[src/rtl/window_address_decoder_pkg.sv]
// Shared constants for the programmable window decoder: device IDs,
// config block placement, register offsets and ctrl field positions.
package window_address_decoder_pkg;

    localparam int BUS_ID_WIDTH = 4;

    localparam logic [3:0] SRAM_ID  = 4'd0;
    localparam logic [3:0] UART_ID  = 4'd1;
    localparam logic [3:0] SPI_ID   = 4'd2;
    localparam logic [3:0] VIA_ID   = 4'd3;

    localparam logic [3:0]  CFG_ID_DEFAULT   = 4'd15;
    localparam logic [15:0] CFG_BASE_DEFAULT = 16'hE1F0;

    // Byte offsets inside one 8-byte window register group
    localparam logic [2:0] OFF_BASE_HI = 3'd0;
    localparam logic [2:0] OFF_BASE_LO = 3'd1;
    localparam logic [2:0] OFF_MASK_HI = 3'd2;
    localparam logic [2:0] OFF_MASK_LO = 3'd3;
    localparam logic [2:0] OFF_CTRL    = 3'd4;

    // ctrl byte layout: enable | wait states | device ID
    localparam int CTRL_EN_BIT = 7;
    localparam int CTRL_WS_LSB = 4;
    localparam int CTRL_ID_LSB = 0;

    typedef enum logic {
        ST_IDLE = 1'b0,
        ST_WAIT = 1'b1
    } wait_state_t;

endpackage

[src/rtl/window_address_decoder_if.sv]
// CPU-side bus bundle between the 6502 and the window decoder.
interface window_address_decoder_if
    import window_address_decoder_pkg::*;
#(
    parameter int ID_WIDTH = BUS_ID_WIDTH
);
    logic [15:0]              address_bus;
    logic                     rwb;
    logic [7:0]               data_in;
    logic [7:0]               data_out;
    logic [(2**ID_WIDTH)-1:0] enable_lines;
    logic [ID_WIDTH-1:0]      active_bus_device_id;
    logic                     rdy;

    modport master (
        output address_bus, rwb, data_in,
        input  data_out, enable_lines, active_bus_device_id, rdy
    );

    modport slave (
        input  address_bus, rwb, data_in,
        output data_out, enable_lines, active_bus_device_id, rdy
    );
endinterface

[src/rtl/window_address_decoder_window_match.sv]
// One programmable window: base/mask/ctrl registers, the match comparator
// and readback of the addressed register byte.
module window_address_decoder_window_match
    import window_address_decoder_pkg::*;
#(
    parameter int ID_WIDTH = 4,
    parameter int WS_WIDTH = 3
)(
    input  logic                phi2,
    input  logic                reset,
    input  logic                i_we,
    input  logic [2:0]          i_offset,
    input  logic [7:0]          i_wdata,
    input  logic [15:0]         i_address,
    output logic                o_match,
    output logic [WS_WIDTH-1:0] o_ws,
    output logic [ID_WIDTH-1:0] o_id,
    output logic [7:0]          o_rdata
);

    logic [15:0] r_base;
    logic [15:0] r_mask;
    logic [7:0]  r_ctrl;

    // Load the addressed register byte on a config write; offsets 5..7 are ignored
    always_ff @(posedge phi2) begin
        if (reset) begin
            r_base <= '0;
            r_mask <= '0;
            r_ctrl <= '0;
        end else if (i_we) begin
            case (i_offset)
                OFF_BASE_HI: r_base[15:8] <= i_wdata;
                OFF_BASE_LO: r_base[7:0]  <= i_wdata;
                OFF_MASK_HI: r_mask[15:8] <= i_wdata;
                OFF_MASK_LO: r_mask[7:0]  <= i_wdata;
                OFF_CTRL:    r_ctrl       <= i_wdata;
                default:     ;
            endcase
        end
    end

    assign o_match = r_ctrl[CTRL_EN_BIT] && ((i_address & r_mask) == (r_base & r_mask));
    assign o_ws    = r_ctrl[CTRL_WS_LSB +: WS_WIDTH];
    assign o_id    = r_ctrl[CTRL_ID_LSB +: ID_WIDTH];

    // Present the register byte selected by the low address bits
    always_comb begin
        o_rdata = 8'h00;
        case (i_offset)
            OFF_BASE_HI: o_rdata = r_base[15:8];
            OFF_BASE_LO: o_rdata = r_base[7:0];
            OFF_MASK_HI: o_rdata = r_mask[15:8];
            OFF_MASK_LO: o_rdata = r_mask[7:0];
            OFF_CTRL:    o_rdata = r_ctrl;
            default:     o_rdata = 8'h00;
        endcase
    end

endmodule

[src/rtl/window_address_decoder.sv]
// Programmable 6502 address decoder: N base/mask windows with priority,
// one-hot enables, config readback and a wait-state FSM driving RDY.
module window_address_decoder
    import window_address_decoder_pkg::*;
#(
    parameter int                       N_WINDOWS  = 4,
    parameter int                       ID_WIDTH   = BUS_ID_WIDTH,
    parameter int unsigned              DEFAULT_ID = 32'(SRAM_ID),
    parameter int unsigned              CFG_ID     = 32'(CFG_ID_DEFAULT),
    parameter logic [15:0]              CFG_BASE   = CFG_BASE_DEFAULT,
    parameter int                       WS_WIDTH   = 3,
    parameter logic [(2**ID_WIDTH)-1:0] GATED_IDS  = {{((2**ID_WIDTH)-1){1'b0}}, 1'b1}
)(
    input  logic                      phi2,
    input  logic                      reset,
    window_address_decoder_if.slave   bus
);

    localparam int CFG_BYTES = 8 * N_WINDOWS;

    logic [15:0]          w_cfg_off;
    logic                 w_in_cfg;
    logic [12:0]          w_cfg_win;
    logic                 w_cfg_we;
    logic [N_WINDOWS-1:0] w_match;
    logic [WS_WIDTH-1:0]  w_win_ws    [N_WINDOWS];
    logic [ID_WIDTH-1:0]  w_win_id    [N_WINDOWS];
    logic [7:0]           w_win_rdata [N_WINDOWS];
    logic [ID_WIDTH-1:0]  w_sel_id;
    logic [WS_WIDTH-1:0]  w_sel_ws;
    logic [7:0]           w_dout;
    logic [(2**ID_WIDTH)-1:0] w_enable;

    wait_state_t          r_state, w_state_nxt;
    logic [WS_WIDTH-1:0]  r_cnt, w_cnt_nxt;
    logic                 r_rdy, w_rdy_nxt;
    logic [15:0]          r_last_addr, w_last_addr_nxt;
    logic [ID_WIDTH-1:0]  r_last_id, w_last_id_nxt;
    logic                 r_last_valid, w_last_valid_nxt;
    logic [15:0]          r_stall_addr, w_stall_addr_nxt;
    logic                 w_new_access;

    // Offset subtraction keeps the range check correct even if CFG_BASE is not aligned
    assign w_cfg_off = bus.address_bus - CFG_BASE;
    assign w_in_cfg  = (w_cfg_off < 16'(CFG_BYTES));
    assign w_cfg_win = w_cfg_off[15:3];
    assign w_cfg_we  = w_in_cfg && !bus.rwb && r_rdy;

    for (genvar g = 0; g < N_WINDOWS; g++) begin : g_win
        window_address_decoder_window_match #(
            .ID_WIDTH (ID_WIDTH),
            .WS_WIDTH (WS_WIDTH)
        ) u_window (
            .phi2      (phi2),
            .reset     (reset),
            .i_we      (w_cfg_we && (w_cfg_win == 13'(g))),
            .i_offset  (w_cfg_off[2:0]),
            .i_wdata   (bus.data_in),
            .i_address (bus.address_bus),
            .o_match   (w_match[g]),
            .o_ws      (w_win_ws[g]),
            .o_id      (w_win_id[g]),
            .o_rdata   (w_win_rdata[g])
        );
    end

    // Priority select: config block first, then lowest matching window, else the default device
    always_comb begin
        w_sel_id = ID_WIDTH'(DEFAULT_ID);
        w_sel_ws = '0;
        for (int w = N_WINDOWS - 1; w >= 0; w--) begin
            if (w_match[w]) begin
                w_sel_id = w_win_id[w];
                w_sel_ws = w_win_ws[w];
            end
        end
        if (w_in_cfg) begin
            w_sel_id = ID_WIDTH'(CFG_ID);
            w_sel_ws = '0;
        end
    end

    // Readback mux: the addressed window's byte, zero outside the config block
    always_comb begin
        w_dout = 8'h00;
        for (int w = 0; w < N_WINDOWS; w++) begin
            if (w_in_cfg && (w_cfg_win == 13'(w))) begin
                w_dout = w_win_rdata[w];
            end
        end
    end

    // One-hot enables; gated devices only see their enable while phi2 is high
    always_comb begin
        w_enable = '0;
        for (int k = 0; k < 2**ID_WIDTH; k++) begin
            w_enable[k] = (w_sel_id == ID_WIDTH'(k)) && (!GATED_IDS[k] || phi2);
        end
    end

    assign bus.data_out             = w_dout;
    assign bus.enable_lines         = w_enable;
    assign bus.active_bus_device_id = w_sel_id;
    assign bus.rdy                  = r_rdy;

    // Wait-state FSM state register; reset releases RDY immediately
    always_ff @(posedge phi2) begin
        if (reset) begin
            r_state      <= ST_IDLE;
            r_cnt        <= '0;
            r_rdy        <= 1'b1;
            r_last_addr  <= '0;
            r_last_id    <= '0;
            r_last_valid <= 1'b0;
            r_stall_addr <= '0;
        end else begin
            r_state      <= w_state_nxt;
            r_cnt        <= w_cnt_nxt;
            r_rdy        <= w_rdy_nxt;
            r_last_addr  <= w_last_addr_nxt;
            r_last_id    <= w_last_id_nxt;
            r_last_valid <= w_last_valid_nxt;
            r_stall_addr <= w_stall_addr_nxt;
        end
    end

    // Stall only on the first cycle of a new access; the held address after a stall must not restart it
    always_comb begin
        w_state_nxt      = r_state;
        w_cnt_nxt        = r_cnt;
        w_rdy_nxt        = r_rdy;
        w_last_addr_nxt  = r_last_addr;
        w_last_id_nxt    = r_last_id;
        w_last_valid_nxt = r_last_valid;
        w_stall_addr_nxt = r_stall_addr;
        w_new_access     = !r_last_valid || (bus.address_bus != r_last_addr) ||
                           (w_sel_id != r_last_id);
        case (r_state)
            ST_IDLE: begin
                if ((w_sel_ws != '0) && w_new_access) begin
                    w_cnt_nxt        = w_sel_ws - WS_WIDTH'(1);
                    w_rdy_nxt        = 1'b0;
                    w_stall_addr_nxt = bus.address_bus;
                    w_state_nxt      = ST_WAIT;
                end else begin
                    w_rdy_nxt        = 1'b1;
                    w_last_addr_nxt  = bus.address_bus;
                    w_last_id_nxt    = w_sel_id;
                    w_last_valid_nxt = 1'b1;
                end
            end
            ST_WAIT: begin
                if (bus.address_bus != r_stall_addr) begin
                    w_rdy_nxt   = 1'b1;
                    w_state_nxt = ST_IDLE;
                end else if (r_cnt == '0) begin
                    w_rdy_nxt        = 1'b1;
                    w_last_addr_nxt  = r_stall_addr;
                    w_last_id_nxt    = w_sel_id;
                    w_last_valid_nxt = 1'b1;
                    w_state_nxt      = ST_IDLE;
                end else begin
                    w_cnt_nxt = r_cnt - WS_WIDTH'(1);
                end
            end
            default: begin
                w_rdy_nxt   = 1'b1;
                w_state_nxt = ST_IDLE;
            end
        endcase
    end

endmodule

[src/flat_wrapper.sv]
// flat-port wrapper written by rule: the top's interface ports become plain ports
module window_address_decoder_flat import window_address_decoder_pkg::*;
#(
    parameter int                       N_WINDOWS  = 4,
    parameter int                       ID_WIDTH   = BUS_ID_WIDTH,
    parameter int unsigned              DEFAULT_ID = 32'(SRAM_ID),
    parameter int unsigned              CFG_ID     = 32'(CFG_ID_DEFAULT),
    parameter logic [15:0]              CFG_BASE   = CFG_BASE_DEFAULT,
    parameter int                       WS_WIDTH   = 3,
    parameter logic [(2**ID_WIDTH)-1:0] GATED_IDS  = {{((2**ID_WIDTH)-1){1'b0}}, 1'b1}
)
  (phi2, reset, bus_address_bus, bus_rwb, bus_data_in, bus_data_out, bus_enable_lines, bus_active_bus_device_id, bus_rdy);
  window_address_decoder_if #(.ID_WIDTH(ID_WIDTH)) bus_i ();
  input  logic phi2;
  input  logic reset;
  input wire logic [$bits(bus_i.address_bus)-1:0] bus_address_bus;
  input wire logic [$bits(bus_i.rwb)-1:0] bus_rwb;
  input wire logic [$bits(bus_i.data_in)-1:0] bus_data_in;
  output wire logic [$bits(bus_i.data_out)-1:0] bus_data_out;
  output wire logic [$bits(bus_i.enable_lines)-1:0] bus_enable_lines;
  output wire logic [$bits(bus_i.active_bus_device_id)-1:0] bus_active_bus_device_id;
  output wire logic [$bits(bus_i.rdy)-1:0] bus_rdy;
  assign bus_i.address_bus = bus_address_bus;
  assign bus_i.rwb = bus_rwb;
  assign bus_i.data_in = bus_data_in;
  assign bus_data_out = bus_i.data_out;
  assign bus_enable_lines = bus_i.enable_lines;
  assign bus_active_bus_device_id = bus_i.active_bus_device_id;
  assign bus_rdy = bus_i.rdy;
  window_address_decoder #(.N_WINDOWS(N_WINDOWS), .ID_WIDTH(ID_WIDTH), .DEFAULT_ID(DEFAULT_ID), .CFG_ID(CFG_ID), .CFG_BASE(CFG_BASE), .WS_WIDTH(WS_WIDTH), .GATED_IDS(GATED_IDS)) u_core (.phi2(phi2), .reset(reset), .bus(bus_i));
endmodule
[config.mk]
export PLATFORM = sky130hd
export DESIGN_NAME = window_address_decoder_flat
export DESIGN_NICKNAME = d
export VERILOG_FILES = /design/src/rtl/window_address_decoder_pkg.sv /design/src/rtl/window_address_decoder_if.sv /design/src/rtl/window_address_decoder_window_match.sv /design/src/rtl/window_address_decoder.sv /design/src/flat_wrapper.sv
export SDC_FILE = /design/constraint.sdc
export NUM_CORES = 1
export LEC_CHECK = 0
export BUFFER_PORTS_ARGS = -buffer_cell sky130_fd_sc_hd__buf_4
export CORE_MARGIN = 2
export CORE_UTILIZATION = 55
export DETAILED_ROUTE_END_ITERATION = 10
export PLACE_DENSITY = 0.77
export SYNTH_ARGS = -nofsm -noshare
export SYNTH_HDL_FRONTEND = slang
export SYNTH_HIERARCHICAL = 1
export SYNTH_SLANG_ARGS = --single-unit
[constraint.sdc]
create_clock -name phi2 -period 5.2 [get_ports phi2]
set_input_delay 1.04 -clock phi2 [delete_from_list [all_inputs] [get_ports phi2]]
set_output_delay 1.04 -clock phi2 [all_outputs]
set_load 0.05 [all_outputs]
Word level (Yosys, flattened, before mapping) --
Index checks and enable logic that the tools add are counted.
Storage, ports and cells: output and inout bits 29, bits of input ports 27, flip-flop bits (word level) 202, word-level logic and storage cells 164
Cells by class: $lt $le $gt $ge 1, bitwise gates (word level) 9, $add $sub $neg 3, equal/unequal tests 35, multiplexer cells 41, reductions and logical operators 48
Operator list (count):
- $pmux 8 s5 | 4
- $and 16x16->16 | 8
- $eq 16x16->1 | 4
- $mux 16 | 3
- $reduce_and 2->1 | 21
- $eq 4x4->1 const B | 8
- $mux 4 | 8
- $mux 8 | 4
- $ne 16x16->1 | 2
- $pmux 16 s2 | 1
- $eq 13x2->1 const B | 2
- $mux 3 | 8
- $eq 4x3->1 const B | 4
- $logic_and 1x1->1 | 16
- $lt 16x6->1 const B | 1
- $sub 16x16->16 const B | 1
- $eq 13x1->1 const B | 1
- $logic_not 13->1 | 1
- $eq 4x2->1 const B | 2
- $mux 1 | 8
- $ne 2x2->1 const B | 4
- $pmux 4 s2 | 1
- $eq 3x2->1 const B | 2
- $logic_not 3->1 | 2
- 15 further kinds | 21

Logic depth before layout (Yosys ltp) --
depth after elaboration 13, depth in mapped cells 14, mapped depth without buffers 12

Cells and area by module --
Netlist, hierarchy kept.
By module, submodules not included:
- window_address_decoder_window_match | area an instance 2018.2 µm², sequential area each 800.8 µm², instances 4, cells an instance 267
- window_address_decoder | area an instance 3019.1 µm², sequential area each 840.8 µm², instances 1, cells an instance 343

==> results by group <==
Global route
  – Initial antenna violation count: 0
  – Global-route wire length before repair: 53.2 mm
  – Met2 Usage GRT: between 50% and 60%
  – GRT Overall Usage: between 30% and 40%
  – Overflow after GRT: 0
  – Vias in the first global route: around 9500
  – Grt peak-use layer: met2
  – Grt met1 use: a little over two fifths
  – Met3 GRT Util: 5.44%
  – Largest net degree at the start of global routing: around 130

STA
  – Setup Viol. Count Final: 0
  – Skew final: 12.9 ps
  – Max Slew Vio Count: 0
  – Setup TNS: 0 ps
  – Slew @ Worst Pin: 1030 ps
  – Crit share post-route: a little over nine tenths
  – FMAX: 200 MHz
  – Period minus WS final: 5000 ps
  – Max transition margin: 31.1%
  – Final Hold Fails: 0
  – Unrepaired setup endpoints after global routing: no
  – Setup WS post-layout: between 150 and 200 ps

Setup path
  – R2R setup slack: around 1400 ps
  – Critical path class: input pin to output pin
  – WP data required: 4160 ps
  – Critical path's slowest cell: a2111oi_1
  – CP endpoint kind: output pin
  – Largest stage delay, worst path: about 610 ps
  – Critical path's top delay family: buffers and inverters
  – Most used cell, CP: buf_4
  – Startpoint Class: input pin
  – CP cell instances: buf_4, xor2_1, a22oi_1, nand4_1, a2111oi_1, buf_4, nor3b_1, a211oi_1, buf_4, inv_1, nand2_1, or2_2, nor2_1, buf_4
  – Critical path buffers and inverters: 5
  – Worst R2R End: u_core/r_last_addr[4]
  – R2R depth: 15
  – Worst-path maximum fanout: 22
  – Crit path DAT: 3960 ps
  – Crit Reg-Reg Startpoint: u_core/g_win[1].u_window/r_base[5]

Pwr
  – Switching Fraction: around 24%
  – Clock share of power: between 40% and 50%
  – P per Cell Area: approximately 300 nW/um^2
  – Maximum VDD drop: around 0.23 mV
  – Part of the power in registers: 43.4%
  – Int Power: approximately 2.7 mW
  – Comb pwr share: under 10%
  – P_sw: approximately 860 uW
  – Leak: about 4.3 nW

Clock tree
  – CTS H-tree depth: 1
  – Hold_buf cts: 0
  – Post-CTS sizing: 0
  – Reg clk slew, reported paths: around 60 ps
  – Post-CTS setup buffers: 0
  – Skew-Pair Late Insertion Delay: 520 ps
  – Clock buffer depth: 3
  – CTS Buf Count: 22
  – Clock root buffer master: clkbuf_16
  – CTS tree: done

Drt
  – Starting DRT DRC Count: 1045
  – Vias per cell: 6.19
  – Drt pass-1 iters: 6
  – Via count: between 10000 and 15000
  – Final antenna-violating net count: 0
  – WL/cell: around 21 um
  – Drt total wl: between 30 and 40 mm
  – DRC: 0

Floorplan
  – Die W: about 150 um
  – Die H: 146 um
  – Die Area: roughly 21000 sq um
  – Num rows: 51
  – Number of I/O pins: 56
  – Initial Util: approximately 56%
  – Core ar.: just under 20000 sq um

Cells and area
  – Layout net count: ~1400
  – Final antenna diode count: 0
  – Most common cell after layout, fill and taps aside: nand2_1
  – Most frequent cells in the layout: nand2_1, dfxtp_1, a21oi_1
  – Share of layout cells above drive strength 1: 12.2%
  – Final std cells w/o fill: 1679
  – Area grow syn2layout: 10.1%
  – Filler cells: 1782
  – Final Util: around 62%
  – Finished Cell Area: 12200 sq um

Place
  – Port Buffers: 55
  – Placed Cells: about 1600
  – RePlAce Congestion: between 0.9 and 1
  – Post-DP HPWL: between 20 and 25 mm
  – Placed inst area: ~11000 sq um
  – Dpl ws: approximately 360 ps

Flow run
  – Maxcap violations: 0

Worst hold path
  – Hold Crit Class: register to register
  – Worst Hold End: u_core/r_last_valid
  – Hold depth: 2
  – Min-delay src: u_core/r_last_valid

Logic synthesis
  – Synth unique cells: 57
  – Synth async-reset ratio: 0%
  – Ys Warns: 6
  – Synth Cell Area: roughly 11000 sq um
  – Syn_nets: 1440
  – Seq/Total Area, Yosys: a little over a third
  – Post-synth EDFFs: 0
  – Mapped Cells: 1411
  – Mapped Avg Cell Area: just under 8 sq um
  – Post-synth top flop: dfxtp_1
  – Yosys reg bits: between 200 and 250

Outcome
  – Status: complete, no violations
==> worst max path at each step <==
stage,startpoint,end,slack [ps],cells past startpoint
after floorplan,bus_address_bus[1],bus_enable_lines[11],-70,10
after global placement,bus_address_bus[1],bus_enable_lines[11],380,14
after detailed placement,bus_address_bus[1],bus_enable_lines[11],360,14
after CTS,bus_address_bus[1],bus_enable_lines[9],290,14
after global routing,bus_address_bus[4],bus_enable_lines[11],70,14
final,bus_address_bus[1],bus_enable_lines[9],200,14
==> power groups by stage <==
stage	registers [mW]	logic, mW	clock network [mW]
after global placement	1.59	0.232	0.0536
after global routing	1.56	0.251	1.86
after floorplan	1.59	0.128	0.0417
final	1.56	0.240	1.79
after detailed placement	1.59	0.234	0.0536
after CTS	1.56	0.235	1.81
==> worst min-delay path: cells and delay by family, from the launching register on <==
kind | cells | cell delay (ps)
compound gates | 1 | 50
buf+inv | 1 | 50
flops | 1 | 320
==> metal layers <==
metal	wire length (um)	share of wire [%]
met1	14400	41
met2	15900	45
met3	3260	9.3
met4	1460	4.2
met5	0	0
==> cell type report <==
type	instances	area (sq um)	share of cell area (%)
well taps	265	332	2.71
clock inverters	8	143	1.17
multi-input cells	1084	6410	52.5
clock buffers	34	681	5.57
flip-flops and latches	202	4040	33.1
repair buffers	75	567	4.64
inverters	11	41.3	0.338
==> cell families after synthesis <==
group,synth area share (%)
AND/OR/NAND/NOR,22.2
flip-flops,36.5
buffers and inverters,6.10
XOR/XNOR,8.05
AO/OA/AOI/OAI,17.6
adder cells (fa/ha/maj),0.226
multiplexers,9.37
==> synthesized netlist by cell type (all sizes together) (16+ instances only) <==
| cell type | number | area, sq um |
|---|---|---|
| o22ai | 35 | 219 |
| nand3 | 17 | 85.1 |
| dfxtp | 202 | 4040 |
| nor2b | 27 | 171 |
| mux2i | 69 | 691 |
| a21oi | 193 | 966 |
| nor2 | 102 | 400 |
| xnor2 | 16 | 140 |
| clkbuf | 38 | 143 |
| nand2 | 341 | 1280 |
| xor2 | 86 | 753 |
| buf | 75 | 489 |
| a22oi | 57 | 433 |
==> sequential cells by signal, indices dropped and copies added, names as in the netlist <==
signal and cells:
u_core/r_last_addr 16, u_core/r_stall_addr 16, u_core/r_last_valid 1, u_core/r_cnt 3
u_core/r_last_id 4, u_core/g_win.u_window/r_ctrl 32, u_core/g_win.u_window/r_mask 64, u_core/r_state 1
u_core/bus.rdy 1, u_core/g_win.u_window/r_base 64
==> per-stage QoR <==
stage	hold WS [ps]	total power, mW
global placement	443	1.88
floorplan	426	1.76
detailed placement	449	1.88
global route	483	3.67
CTS	458	3.60
finish	455	3.59
Note: power is estimated with default switching activity, not from simulation.
